$ cat src/rtl/abc_seq_pkg.sv
// ----------------------------------------------------------------------------
// abc_seq_pkg
// Shared definitions for the a/b/c three-phase pulse generator:
//   - abc_state_e    : burst FSM state encoding (IDLE, BURST, GAP)
//   - ABC_LEN_W      : default width of the burst length field
//   - ABC_GAP_W      : default width of the inter-burst gap field
//   - ABC_PIPE_DEPTH : number of delay stages behind `a` (b = 1, c = 2)
// ----------------------------------------------------------------------------
package abc_seq_pkg;

    localparam int ABC_LEN_W      = 8;
    localparam int ABC_GAP_W      = 4;
    localparam int ABC_PIPE_DEPTH = 2;

    typedef enum logic [1:0] {
        IDLE  = 2'd0,
        BURST = 2'd1,
        GAP   = 2'd2
    } abc_state_e;

endpackage : abc_seq_pkg

$ cat src/rtl/abc_delay_pipe.sv
// ----------------------------------------------------------------------------
// abc_delay_pipe
// Shift register that delays the phase-1 pulse to form the later phases, with
// a 1-bit tag travelling beside it that marks the last pulse of a burst.
//
// Ports:
//   clk     in   rising-edge clock
//   reset   in   synchronous, active-high reset (clears data and tag stages)
//   a_i     in   phase-1 pulse entering the pipe
//   tag_i   in   set together with the last a_i of a burst
//   data_o  out  data taps, data_o[k] is a_i delayed by k+1 cycles
//   tag_o   out  tag delayed by DEPTH-1 cycles
//
// The tag chain is one stage shorter than the data chain: the consumer
// registers tag_o once more (merged with its other completion sources), so
// the resulting pulse lines up with the deepest data tap.
// ----------------------------------------------------------------------------
module abc_delay_pipe #(
    parameter int DEPTH = 2
) (
    input  logic             clk,
    input  logic             reset,
    input  logic             a_i,
    input  logic             tag_i,
    output logic [DEPTH-1:0] data_o,
    output logic             tag_o
);

    logic [DEPTH-1:0] data_q;
    logic [DEPTH-2:0] tag_q;

    // Plain shift of data and tag; a reset discards anything in flight so a
    // cancelled burst leaves no trailing b/c pulses or completion tag.
    always_ff @(posedge clk) begin
        if (reset) begin
            data_q <= '0;
            tag_q  <= '0;
        end else begin
            data_q[0] <= a_i;
            tag_q[0]  <= tag_i;
            for (int i = 1; i < DEPTH; i++) begin
                data_q[i] <= data_q[i-1];
            end
            for (int i = 1; i < DEPTH - 1; i++) begin
                tag_q[i] <= tag_q[i-1];
            end
        end
    end

    assign data_o = data_q;
    assign tag_o  = tag_q[DEPTH-2];

endmodule : abc_delay_pipe

$ cat src/rtl/abc_seq_gen.sv
// ----------------------------------------------------------------------------
// abc_seq_gen
// Driver side of the three-phase a/b/c pulse protocol. Accepts burst commands
// on a valid/ready handshake and emits `a` for cmd_len cycles, with `b` and
// `c` following one and two cycles later, then holds off for cmd_gap cycles.
//
// Ports:
//   clk        in   rising-edge clock
//   reset      in   synchronous, active-high reset
//   cmd_valid  in   command present
//   cmd_ready  out  generator can accept a command
//   cmd_len    in   number of `a` pulses in the burst (0 allowed)
//   cmd_gap    in   idle cycles forced after the last `a` of the burst
//   a          out  phase-1 pulse
//   b          out  phase-2 pulse (a delayed by 1)
//   c          out  phase-3 pulse (a delayed by 2)
//   done       out  one-cycle pulse marking burst completion
//   busy       out  FSM active or b/c pipeline non-empty
//
// All outputs come straight from flops; the output logic is computed from
// the FSM's next state so registered outputs still line up with the state.
// ----------------------------------------------------------------------------
module abc_seq_gen
    import abc_seq_pkg::*;
#(
    parameter int LEN_W = ABC_LEN_W,
    parameter int GAP_W = ABC_GAP_W
) (
    input  logic             clk,
    input  logic             reset,
    input  logic             cmd_valid,
    output logic             cmd_ready,
    input  logic [LEN_W-1:0] cmd_len,
    input  logic [GAP_W-1:0] cmd_gap,
    output logic             a,
    output logic             b,
    output logic             c,
    output logic             done,
    output logic             busy
);

    abc_state_e state_q, state_d;
    logic [LEN_W-1:0] rem_q, rem_d;
    logic [GAP_W-1:0] gap_q, gap_d;

    logic a_q, a_d;
    logic lastTag_q, lastTag_d;
    logic done_q, done_d;
    logic busy_q, busy_d;
    logic cmdReady_q, cmdReady_d;

    logic accept;
    logic zeroAccept;
    logic [ABC_PIPE_DEPTH-1:0] pipeData;
    logic pipeTag;

    // cmdReady_q is only ever set when the FSM is heading into IDLE, so it
    // alone qualifies the handshake.
    assign accept = cmd_valid && cmdReady_q;

    // State register: FSM state plus the remaining-length and gap counters.
    always_ff @(posedge clk) begin
        if (reset) begin
            state_q <= IDLE;
            rem_q   <= '0;
            gap_q   <= '0;
        end else begin
            state_q <= state_d;
            rem_q   <= rem_d;
            gap_q   <= gap_d;
        end
    end

    // Next-state logic. BURST leaves while rem is 1, so rem counts down to 0
    // and never wraps; the gap counter likewise stops at 0 on its way out.
    always_comb begin
        state_d    = state_q;
        rem_d      = rem_q;
        gap_d      = gap_q;
        zeroAccept = 1'b0;
        unique case (state_q)
            IDLE: begin
                if (accept) begin
                    gap_d = cmd_gap;
                    if (cmd_len != '0) begin
                        state_d = BURST;
                        rem_d   = cmd_len;
                    end else begin
                        zeroAccept = 1'b1;
                    end
                end
            end
            BURST: begin
                rem_d = rem_q - LEN_W'(1);
                if (rem_q == LEN_W'(1)) begin
                    state_d = (gap_q != '0) ? GAP : IDLE;
                end
            end
            GAP: begin
                gap_d = gap_q - GAP_W'(1);
                if (gap_q == GAP_W'(1)) begin
                    state_d = IDLE;
                end
            end
            default: begin
                state_d = IDLE;
            end
        endcase
    end

    // Output logic, evaluated on the next state so that the registered
    // outputs appear in the same cycle the FSM is in that state. busy covers
    // the FSM plus whatever will still emerge as b or c on the next cycle.
    always_comb begin
        a_d        = (state_d == BURST);
        lastTag_d  = (state_d == BURST) && (rem_d == LEN_W'(1));
        done_d     = pipeTag || zeroAccept;
        busy_d     = (state_d != IDLE) || a_q || pipeData[0];
        cmdReady_d = (state_d == IDLE);
    end

    // Output registers; ready comes out of reset high so a command can be
    // taken on the first cycle after reset is released.
    always_ff @(posedge clk) begin
        if (reset) begin
            a_q        <= 1'b0;
            lastTag_q  <= 1'b0;
            done_q     <= 1'b0;
            busy_q     <= 1'b0;
            cmdReady_q <= 1'b1;
        end else begin
            a_q        <= a_d;
            lastTag_q  <= lastTag_d;
            done_q     <= done_d;
            busy_q     <= busy_d;
            cmdReady_q <= cmdReady_d;
        end
    end

    abc_delay_pipe #(
        .DEPTH (ABC_PIPE_DEPTH)
    ) u_delayPipe (
        .clk    (clk),
        .reset  (reset),
        .a_i    (a_q),
        .tag_i  (lastTag_q),
        .data_o (pipeData),
        .tag_o  (pipeTag)
    );

    assign a         = a_q;
    assign b         = pipeData[0];
    assign c         = pipeData[ABC_PIPE_DEPTH-1];
    assign done      = done_q;
    assign busy      = busy_q;
    assign cmd_ready = cmdReady_q;

endmodule : abc_seq_gen

$ cat config.mk
export PLATFORM = sky130hd
export DESIGN_NAME = abc_seq_gen
export DESIGN_NICKNAME = d
export VERILOG_FILES = /design/src/rtl/abc_seq_pkg.sv /design/src/rtl/abc_delay_pipe.sv /design/src/rtl/abc_seq_gen.sv
export SDC_FILE = /design/constraint.sdc
export NUM_CORES = 1
export LEC_CHECK = 0
export ABC_AREA = 1
export CORE_AREA = 5 5 46 68
export CTS_CLUSTER_DIAMETER = 200
export DETAILED_ROUTE_END_ITERATION = 10
export DIE_AREA = 0 0 51 73
export GPL_TIMING_DRIVEN = 0
export HOLD_SLACK_MARGIN = 0.03
export PLACE_DENSITY = 0.8
export SYNTH_ARGS = -nofsm -noshare
export SYNTH_HDL_FRONTEND = slang
export SYNTH_SLANG_ARGS = --single-unit
$ cat constraint.sdc
create_clock -name clk -period 2.4 [get_ports clk]
set_input_delay 0.48 -clock clk [delete_from_list [all_inputs] [get_ports clk]]
set_output_delay 0.48 -clock clk [all_outputs]
set_load 0.01 [all_outputs]
== Word-level counts from Yosys, hierarchy flattened ==
Index checks and enable logic that the tools add are counted.

* Input port bits: 15
* Logic and storage cells: 45
* Output and inout port bits: 6
* Bits in registers: 22

* Equal/unequal tests: 7
* Mux-type cells: 14
* Add/sub/neg operators: 2
* Reductions and logical operators: 12

{| class="wikitable"
|+ Operators with widths
! cell !! count
|-
| 8-bit by 1-bit equality test with 1-bit output (second input constant) || 2
|-
| 8-bit two-way mux || 2
|-
| 8-bit one-hot mux with 2 select lines || 1
|-
| 2-bit two-way mux || 5
|-
| 4-bit one-hot mux with 2 select lines || 1
|-
| 8-bit nonzero test || 1
|-
| 8-bit by 1-bit subtractor with 8-bit output (second input constant) || 1
|-
| 2-bit one-hot mux with 3 select lines || 1
|-
| 2-bit by 1-bit equality test with 1-bit output (second input constant) || 2
|-
| 4-bit by 1-bit equality test with 1-bit output (second input constant) || 1
|-
| 2-bit logical NOT || 2
|-
| 4-bit two-way mux || 1
|-
| 2-bit nonzero test || 2
|-
| 4-bit nonzero test || 1
|-
| 4-bit by 1-bit subtractor with 4-bit output (second input constant) || 1
|-
| 1-bit logical OR || 3
|-
| 1-bit two-way mux || 3
|-
| 2-bit equality test (second input constant) || 1
|-
| 1-bit logical AND || 2
|-
| 2-bit != test (second input constant) || 1
|-
| 2-bit AND reduction || 1
|}

== Logic depth before layout (Yosys ltp) ==
Gate-level depths: netlist of the first run.

* Depth in word-level cells: 7
* Gate-level depth with buffers: 12
* Depth with buffers taken out: 12

== Hierarchy ==
A second synthesis of the first run with hierarchy kept.

* Cell total of the unflattened synthesis: 198
* Area, all modules: 1292.5 um2

{| class="wikitable"
|+ By module, submodules not included
! module !! instances !! area each (um2) !! seq. area each (um2) !! cells each
|-
| abc_seq_gen || 1 || 1209.9 || 380.4 || 189
|-
| abc_delay_pipe || 1 || 82.6 || 60.1 || 9
|}

== Worst setup path after synthesis of the first run ==
Ideal clock, no wire load.

* Path type: input port to flip-flop
* From: in cmd_len[7]
* To: reg lastTag_q
* Setup slack: 1.053 ns
* Arrival time: 1.283 ns
* Stages on the path: 9
* Path buffers: 0
* Setup time: 0.064 ns
* Data required time: 2.336 ns
* Path through: nor2_1 > nand2_1 > o21ai_2 > nand2_1 > nand2_1 > nand2_1 > nor2_1 > nand3_1 > nor2_1

* Longest elaborated chain between the ends: 6
* Elaborated cells on any way between the ends: 10
* Those cells by class: eq/ne: 2; mux: 6; reduce/logical: 2

{| class="wikitable"
|+ RTL lines
! item !! line !! RTL
|-
| from (decl) || abc_seq_gen.sv:33 || <nowiki>input logic [LEN_W-1:0] cmd_len,</nowiki>
|-
| 8-bit nonzero test || abc_seq_gen.sv:85 || <nowiki>if (cmd_len != '0) begin</nowiki>
|-
| 8-bit two-way mux / 2-bit two-way mux (equally long branches) || abc_seq_gen.sv:85 ||
|-
| 8-bit two-way mux / 2-bit two-way mux (equally long branches) || abc_seq_gen.sv:83 || <nowiki>if (accept) begin</nowiki>
|-
| 8-bit one-hot mux with 2 select lines / 2-bit one-hot mux with 3 select lines (equally long branches) || abc_seq_gen.sv:81 || <nowiki>unique case (state_q)</nowiki>
|-
| 8-bit by 1-bit equality test with 1-bit output / 2-bit by 1-bit equality test with 1-bit output (equally long branches) || abc_seq_gen.sv:116 || <nowiki>lastTag_d = (state_d == BURST) && (rem_d == LEN_W'(1));</nowiki>
|-
| 1-bit logical AND * || abc_seq_gen.sv:116 ||
|-
| to (signal assigned) || abc_seq_gen.sv:133 || <nowiki>lastTag_q <= lastTag_d;</nowiki>
|-
| to (decl) || abc_seq_gen.sv:47 || <nowiki>logic lastTag_q, lastTag_d;</nowiki>
|}

Every way passes the cells marked *; elsewhere a longest branch is shown, timed or not.
A chain may end at the register's enable or synchronous reset.

== Worst setup path after layout of the first run ==
Ends and elaborated chain as after synthesis.

==> metrics.txt, run 1 <==
# TYPE chip_impl_metric gauge
chip_impl_metric{name="io_pins",unit=""} 21
chip_impl_metric{name="final.setup_skew",unit="ns"} 0.00132
chip_impl_metric{name="io_buffers",unit=""} 19
chip_impl_metric{name="h_tree_levels",unit=""} 1
chip_impl_metric{name="synth_nets",unit=""} 220
chip_impl_metric{name="slew_at_the_pin_closest_to_its_max_slew_limit",unit="ns"} 0.442
chip_impl_metric{name="die_width",unit="µm"} 51
chip_impl_metric{name="fin_crit",unit="ns"} 1.94
chip_impl_metric{name="gr-total-overflow",unit=""} 0
chip_impl_metric{name="pre_cts_slack",unit="ns"} 0.255
chip_impl_metric{name="first_global_vias",unit=""} 1288
chip_impl_metric{name="multi_input_area",unit="µm²"} 736
chip_impl_metric{name="buffers_from_clock_root_to_sink_at_most",unit=""} 2
chip_impl_metric{name="irDropWorstVdd",unit="V"} 0.000364
chip_impl_metric{name="finalHoldViolCount",unit=""} 0
chip_impl_metric{name="cts_resized",unit=""} 0
chip_impl_metric{name="timing.critical_path.fanout_max",unit=""} 8
chip_impl_info{name="cts-root-buf",value="sky130_fd_sc_hd__clkbuf_8"} 1
chip_impl_metric{name="place.gp.congestion",unit=""} 0.891
chip_impl_metric{name="final.period_utilization",unit="%"} 80.9
chip_impl_metric{name="slew_limit_headroom",unit="%"} 70.5
chip_impl_metric{name="detail_route.drc_violations",unit=""} 0
chip_impl_metric{name="synth_cell_type_count",unit=""} 25
chip_impl_metric{name="p_per_area",unit="nW/µm²"} 655
chip_impl_metric{name="cts_post_setup_buffers_inserted",unit=""} 0
chip_impl_metric{name="syn_area",unit="µm²"} 1310
chip_impl_metric{name="synth_area_per_inst",unit="µm²"} 6.56
chip_impl_metric{name="grt_start_max_net_pins",unit=""} 14
chip_impl_info{name="timing.hold.worst.class",value="reg2reg"} 1
chip_impl_metric{name="slack_of_the_worst_reg_to_reg_path",unit="ns"} 0.75
chip_impl_metric{name="area_growth_syn_to_layout",unit="%"} 22.3
chip_impl_metric{name="critPathArrivalTime",unit="ns"} 2.14
chip_impl_metric{name="initial_utilization",unit="%"} 51.2
chip_impl_info{name="worst_r2r_startpoint",value="rem_q[2]"} 1
chip_impl_metric{name="grt.total_usage",unit="%"} 19.3
chip_impl_metric{name="post_drt_via_cell_ratio",unit=""} 5.31
chip_impl_metric{name="final.setup.tns",unit="ns"} 0
chip_impl_metric{name="antenna-diode-count",unit=""} 0
chip_impl_metric{name="routed_wl",unit="mm"} 3.21
chip_impl_metric{name="fin_ws",unit="ns"} 0.459
chip_impl_metric{name="regArea",unit="µm²"} 440
chip_impl_info{name="worst_setup_path_endpoint",value="lastTag_q"} 1
chip_impl_metric{name="postCtsHoldBufs",unit=""} 0
chip_impl_metric{name="number_of_pins_exceeding_their_max_slew_limit_in_the_final_report",unit=""} 0
chip_impl_metric{name="drt_first_pass_iters",unit=""} 4
chip_impl_metric{name="clkSlewWorstSetupHoldPaths",unit="ns"} 0.08
chip_impl_info{name="most_frequent_standard_cell_in_the_layout_excluding_fill_and_tap_cells",value="sky130_fd_sc_hd__nand2_1"} 1
chip_impl_metric{name="finish.net_count",unit=""} 244
chip_impl_metric{name="fp.dieH",unit="µm"} 73
chip_impl_metric{name="final_layout_size_suffix_gt1_share",unit="%"} 8.07
chip_impl_metric{name="first_iter_violations",unit=""} 25
chip_impl_metric{name="worst-endpoint-required",unit="ns"} 2.60
chip_impl_metric{name="dpl.hpwl",unit="mm"} 2.41
chip_impl_metric{name="clock_latency",unit="ns"} 0.27
chip_impl_metric{name="fmax",unit="GHz"} 0.515
chip_impl_metric{name="grt_pass1_wl",unit="mm"} 5.42
chip_impl_metric{name="synth_sequential_area_ratio",unit="%"} 33.6
chip_impl_metric{name="via_count",unit=""} 1318
chip_impl_metric{name="ff2ff_path_depth",unit=""} 6
chip_impl_info{name="critical_path.startpoint_type",value="primary input"} 1
chip_impl_info{name="cts_tree",value="yes"} 1
chip_impl_metric{name="antenna_found_initial",unit=""} 0
chip_impl_metric{name="cap_viol_max_count",unit=""} 0
chip_impl_metric{name="static-leakage-power",unit="µW"} 0.000731
chip_impl_metric{name="fillerInstances",unit=""} 244
chip_impl_metric{name="numCtsBuffers",unit=""} 3
chip_impl_info{name="crit_start",value="cmd_len[7]"} 1
chip_impl_info{name="setup_repair_after_global_routing_missed_its_margin",value="no"} 1
chip_impl_info{name="run_status",value="finished clean"} 1
chip_impl_metric{name="report.final.setup_viol",unit=""} 0
chip_impl_metric{name="clkSinkCount",unit=""} 22
chip_impl_info{name="rr_endpoint",value="cmd_ready"} 1
chip_impl_metric{name="syn_inst",unit=""} 200
chip_impl_metric{name="dieArea",unit="µm²"} 3720
chip_impl_metric{name="wl_per_cell",unit="µm"} 12.9
chip_impl_metric{name="yosys_reg_bits",unit=""} 22
chip_impl_metric{name="ant_nets",unit=""} 0
chip_impl_metric{name="yosysWarnings",unit=""} 0
chip_impl_metric{name="core_region_area",unit="µm²"} 2560
chip_impl_info{name="worst-setup-path-type",value="in2reg"} 1
chip_impl_info{name="cp-end-kind",value="flop"} 1
chip_impl_info{name="most_frequent_cells_in_the_layout",value="sky130_fd_sc_hd__nand2_1 (54), sky130_fd_sc_hd__nor2_1 (32), sky130_fd_sc_hd__inv_1 (25), sky130_fd_sc_hd__dfxtp_1 (22), sky130_fd_sc_hd__clkdlybuf4s50_1 (19)"} 1
chip_impl_metric{name="num_rows",unit=""} 23
[per-layer routing]
metal | wire length (µm) | GRT usage (%)
met1 | 1240 | 19.9
met2 | 1720 | 35.6
met3 | 151 | 3.07
met4 | 90 | 11.4
met5 | 0 | 0
[kinds of logic (layout without fill, tap and decap cells)]
group / after synthesis / in the layout / share of synthesized area [%]
simple gates: 118 / 118 / 40.6
buf+inv: 31 / 54 / 10.4
compound gates: 23 / 23 / 10.0
flops: 22 / 22 / 33.6
fa+ha+maj: 5 / 5 / 4.77
xor+xnor: 1 / 1 / 0.667
[power breakdown]
part | switching, µW | total, µW | internal [µW]
Clock | 124 | 347 | 223
Combinational | 166 | 285 | 118
Sequential | 27.8 | 421 | 393
Total | 318 | 1050 | 734
[worst min path at each step]
stage,start,end,cells past startpoint
2_1_floorplan,lastTag_q,u_delayPipe.tag_o,2
3_3_place_gp,lastTag_q,u_delayPipe.tag_o,2
3_5_place_dp,lastTag_q,u_delayPipe.tag_o,2
4_1_cts,lastTag_q,u_delayPipe.tag_o,2
5_1_grt,lastTag_q,u_delayPipe.tag_o,2
6_report,lastTag_q,u_delayPipe.tag_o,2
[state kept, by name, summed over array words and instances (netlist names), 2 cells and up]
name / cells
rem_q: 8
state_q: 2
u_delayPipe.data_o: 2
gap_q: 4
[cells in the mapped netlist (all sizes together)]
| cell type | instances | area, µm² |
|---|---|---|
| a31oi | 4 | 25.0 |
| xor2 | 1 | 8.76 |
| inv | 28 | 110 |
| o21bai | 1 | 7.51 |
| nand3b | 1 | 7.51 |
| nor2 | 39 | 198 |
| o21ai | 8 | 43.8 |
| dfxtp | 22 | 440 |
| nand2 | 54 | 203 |
| buf | 2 | 22.5 |
| nand3 | 17 | 85.1 |
| ha | 5 | 62.6 |
| nand4 | 4 | 25.0 |
| nor3 | 3 | 15.0 |
| clkbuf | 1 | 3.75 |
| a21oi | 9 | 48.8 |
| o22ai | 1 | 6.26 |
[per-stage QoR]
stage / hold slack (ns) / total power (µW) / std cells / instance area [µm²] / util, %
after floorplan: 0.388 / 624 / 200 / 1310 / -
after global placement: 0.394 / 704 / 244 / 1530 / 59.9
after detailed placement: 0.408 / 709 / 244 / 1530 / 59.9
after CTS: 0.420 / 1060 / 248 / 1610 / 62.7
after global routing: 0.453 / 1120 / 248 / 1610 / 62.7
final: 0.415 / 1050 / 248 / 1610 / 62.7
[layout make-up]
| type | instances | share of cell area (%) |
|---|---|---|
| Buffer | 3 | 1.64 |
| Clock buffer | 3 | 2.57 |
| Clock inverter | 1 | 1.87 |
| Inverter | 28 | 6.86 |
| Multi-Input combinational cell | 147 | 45.8 |
| Sequential cell | 22 | 27.4 |
| Tap cell | 25 | 1.95 |
| Timing Repair Buffer | 19 | 11.8 |
[worst max-delay path: stages]
cell and delay, ns:
sky130_fd_sc_hd__clkdlybuf4s50_1 0.42, sky130_fd_sc_hd__nor2_1 0.14, sky130_fd_sc_hd__nand2_1 0.11, sky130_fd_sc_hd__o21ai_2 0.36, sky130_fd_sc_hd__nand2_1 0.13, sky130_fd_sc_hd__nand2_1 0.09, sky130_fd_sc_hd__nand2_1 0.07, sky130_fd_sc_hd__nor2_1 0.13
sky130_fd_sc_hd__nand3_1 0.09, sky130_fd_sc_hd__nor2_1 0.12
No activity file was read; power rests on OpenSTA's default activity.
==> run 2: changes to the inputs <==
--- a/config.mk
+++ b/config.mk
@@ -6,13 +6,13 @@
 export NUM_CORES = 1
 export LEC_CHECK = 0
 export ABC_AREA = 1
-export CORE_AREA = 5 5 46 68
+export CORE_AREA = 5 5 48 70
 export CTS_CLUSTER_DIAMETER = 200
 export DETAILED_ROUTE_END_ITERATION = 10
-export DIE_AREA = 0 0 51 73
+export DIE_AREA = 0 0 53 75
 export GPL_TIMING_DRIVEN = 0
 export HOLD_SLACK_MARGIN = 0.03
-export PLACE_DENSITY = 0.8
+export PLACE_DENSITY = 0.74
 export SYNTH_ARGS = -nofsm -noshare
 export SYNTH_HDL_FRONTEND = slang
 export SYNTH_SLANG_ARGS = --single-unit
==> constraint.sdc (replaced) <==
create_clock -name clk -period 1.81 [get_ports clk]
set_input_delay 0.362 -clock clk [delete_from_list [all_inputs] [get_ports clk]]
set_output_delay 0.362 -clock clk [all_outputs]
set_load 0.01 [all_outputs]
==> metrics.txt, run 2 (same netlist as run 1, synthesis figures left out) <==
# TYPE chip_impl_metric gauge
chip_impl_info{name="run_status",value="finished clean"} 1
chip_impl_info{name="cts_tree",value="yes"} 1
chip_impl_metric{name="placed_cell_area",unit="µm²"} 1550
chip_impl_metric{name="dpl.hpwl",unit="mm"} 2.57
chip_impl_metric{name="dp.cells",unit=""} 256
chip_impl_metric{name="fmax",unit="GHz"} 0.568
chip_impl_metric{name="timing.critical_path.fanout_max",unit=""} 4
chip_impl_metric{name="irDropWorstVdd",unit="V"} 0.000542
chip_impl_metric{name="layoutNonFillerInstCount",unit=""} 263
chip_impl_metric{name="fp.dieH",unit="µm"} 75
chip_impl_metric{name="initial_utilization",unit="%"} 49.0
chip_impl_metric{name="postCtsHoldBufs",unit=""} 0
chip_impl_metric{name="number_of_pins_exceeding_their_max_slew_limit_in_the_final_report",unit=""} 0
chip_impl_metric{name="io_buffers",unit=""} 19
chip_impl_metric{name="pre_cts_slack",unit="ns"} -0.273
chip_impl_metric{name="p_per_area",unit="nW/µm²"} 861
chip_impl_metric{name="via_count",unit=""} 1374
chip_impl_info{name="worst-setup-path-type",value="in2reg"} 1
chip_impl_info{name="top_regs",value="rem_q (8), gap_q (4)"} 1
chip_impl_metric{name="io_pins",unit=""} 21
chip_impl_metric{name="h_tree_levels",unit=""} 1
chip_impl_metric{name="worst-endpoint-required",unit="ns"} 2.02
chip_impl_metric{name="static-leakage-power",unit="µW"} 0.000747
chip_impl_metric{name="grt_pass1_wl",unit="mm"} 5.61
chip_impl_metric{name="wl_per_cell",unit="µm"} 13.2
chip_impl_info{name="most_frequent_cells_in_the_layout",value="sky130_fd_sc_hd__nand2_1 (54), sky130_fd_sc_hd__nor2_1 (32), sky130_fd_sc_hd__inv_1 (25), sky130_fd_sc_hd__dfxtp_1 (21), sky130_fd_sc_hd__clkdlybuf4s50_1 (19)"} 1
chip_impl_info{name="critPathSlowestCell",value="sky130_fd_sc_hd__clkdlybuf4s50_1"} 1
chip_impl_metric{name="critPathArrivalTime",unit="ns"} 1.97
chip_impl_metric{name="final.period_utilization",unit="%"} 97.3
chip_impl_metric{name="area_growth_syn_to_layout",unit="%"} 25.8
chip_impl_metric{name="ant_nets",unit=""} 0
chip_impl_info{name="cp-end-kind",value="flop"} 1
chip_impl_metric{name="clock_latency",unit="ns"} 0.27
chip_impl_metric{name="slew_at_the_pin_closest_to_its_max_slew_limit",unit="ns"} 0.465
chip_impl_info{name="most_frequent_standard_cell_in_the_layout_excluding_fill_and_tap_cells",value="sky130_fd_sc_hd__nand2_1"} 1
chip_impl_metric{name="numCtsBuffers",unit=""} 3
chip_impl_metric{name="core_region_area",unit="µm²"} 2680
chip_impl_metric{name="report.final.setup_viol",unit=""} 0
chip_impl_metric{name="clkSlewWorstSetupHoldPaths",unit="ns"} 0.08
chip_impl_metric{name="post_drt_via_cell_ratio",unit=""} 5.22
chip_impl_info{name="largest-register",value="rem_q"} 1
chip_impl_metric{name="drt_first_pass_iters",unit=""} 4
chip_impl_metric{name="first_global_vias",unit=""} 1339
chip_impl_metric{name="fillerInstances",unit=""} 248
chip_impl_metric{name="routed_wl",unit="mm"} 3.47
chip_impl_metric{name="final.setup_skew",unit="ns"} 0.00115
chip_impl_metric{name="largest_reg_flops",unit=""} 8
chip_impl_metric{name="clkSinkCount",unit=""} 22
chip_impl_info{name="cts-root-buf",value="sky130_fd_sc_hd__clkbuf_8"} 1
chip_impl_metric{name="cap_viol_max_count",unit=""} 0
chip_impl_metric{name="critPathBufInv",unit=""} 1
chip_impl_metric{name="antenna_found_initial",unit=""} 0
chip_impl_metric{name="final_layout_size_suffix_gt1_share",unit="%"} 9.73
chip_impl_metric{name="finish.net_count",unit=""} 247
chip_impl_metric{name="final_core_utilization",unit="%"} 61.7
chip_impl_info{name="crit_path_leading_delay_family",value="simple AND/OR/NAND/NOR gates"} 1
chip_impl_info{name="critical_path.startpoint_type",value="primary input"} 1
chip_impl_metric{name="layout.cell_area.non_filler",unit="µm²"} 1650
chip_impl_info{name="crit_path_frequent_cell",value="sky130_fd_sc_hd__nand2_1"} 1
chip_impl_metric{name="die_width",unit="µm"} 53
chip_impl_metric{name="place.gp.congestion",unit=""} 0.922
chip_impl_metric{name="antenna-diode-count",unit=""} 0
chip_impl_metric{name="fin_ws",unit="ns"} 0.0490
chip_impl_metric{name="buffers_from_clock_root_to_sink_at_most",unit=""} 2
chip_impl_metric{name="dieArea",unit="µm²"} 3980
chip_impl_metric{name="grt.total_usage",unit="%"} 19.3
chip_impl_metric{name="num_rows",unit=""} 23
chip_impl_metric{name="first_iter_violations",unit=""} 64
chip_impl_metric{name="cpPeakStageDelay",unit="ns"} 0.41
chip_impl_info{name="timing.hold.worst.class",value="in2reg"} 1
chip_impl_metric{name="detail_route.drc_violations",unit=""} 0
chip_impl_metric{name="grt_start_max_net_pins",unit=""} 14
chip_impl_metric{name="slew_limit_headroom",unit="%"} 68.9
chip_impl_metric{name="gr-total-overflow",unit=""} 0
chip_impl_info{name="crit_chain",value="clkdlybuf4s50_1 > nor2_1 > nand2_1 > o21ai_4 > nand2_1 > nand2_1 > nand2_1 > nor2_1 > nand3_1 > nor2_1"} 1
chip_impl_metric{name="finalHoldViolCount",unit=""} 0
chip_impl_metric{name="fin_crit",unit="ns"} 1.76
[run 2: worst paths after layout]
check        slack, ns  depth (start not counted)       start           endpoint
max               0.05                         10  cmd_len[7]          lastTag_q
min               0.35                          2       reset           gap_q[3]
max reg2reg       0.14                          6    rem_q[2]          cmd_ready
min reg2reg       0.41                          2   lastTag_q  u_delayPipe.tag_o
[run 2: routing by layer]
| layer | share of wire, % | global-route usage [%] | vias to the layer above |
|---|---|---|---|
| met2 | 55 | 35.2 | 34 |
| met1 | 38 | 20.0 | 643 |
| met3 | 3.7 | 2.77 | 11 |
| met5 | 0 | 0 | - |
| met4 | 3.7 | 12.5 | 0 |
| li1 | - | - | 686 |
[run 2: report_power, final]
part,total (µW),switching (µW),internal (µW)
Sequential,559,37.4,522
Clock,469,173,296
Combinational,395,230,165
[run 2: cell type report]
| class | count | area, µm² | share of cell area, % |
|---|---|---|---|
| multi-input cells | 147 | 743 | 45.0 |
| flip-flops and latches | 22 | 442 | 26.7 |
| repair buffers | 22 | 213 | 12.9 |
| inverters | 28 | 110 | 6.67 |
| well taps | 37 | 46.3 | 2.80 |
| clock buffers | 3 | 41.3 | 2.50 |
| clock inverters | 1 | 30.0 | 1.82 |
| plain buffers | 3 | 26.3 | 1.59 |
[run 2: through the flow]
stage | setup TNS [ns] | hold WS, ns | power (µW)
detailed placement | -0.418 | 0.409 | 941
global placement | -0.470 | 0.397 | 931
finish | 0 | 0.352 | 1420
CTS | 0 | 0.352 | 1410
global route | -0.0590 | 0.351 | 1500
floorplan | 0 | 0.388 | 827
[run 2: what timing repair did]
action | in CTS | in global routing
endpoints found under the hold margin | 0 | 0
gates resized for setup | 1 | 1
endpoints found under the setup margin | 1 | 1
buffers inserted | 0 | 3
pin swaps | 0 | 1
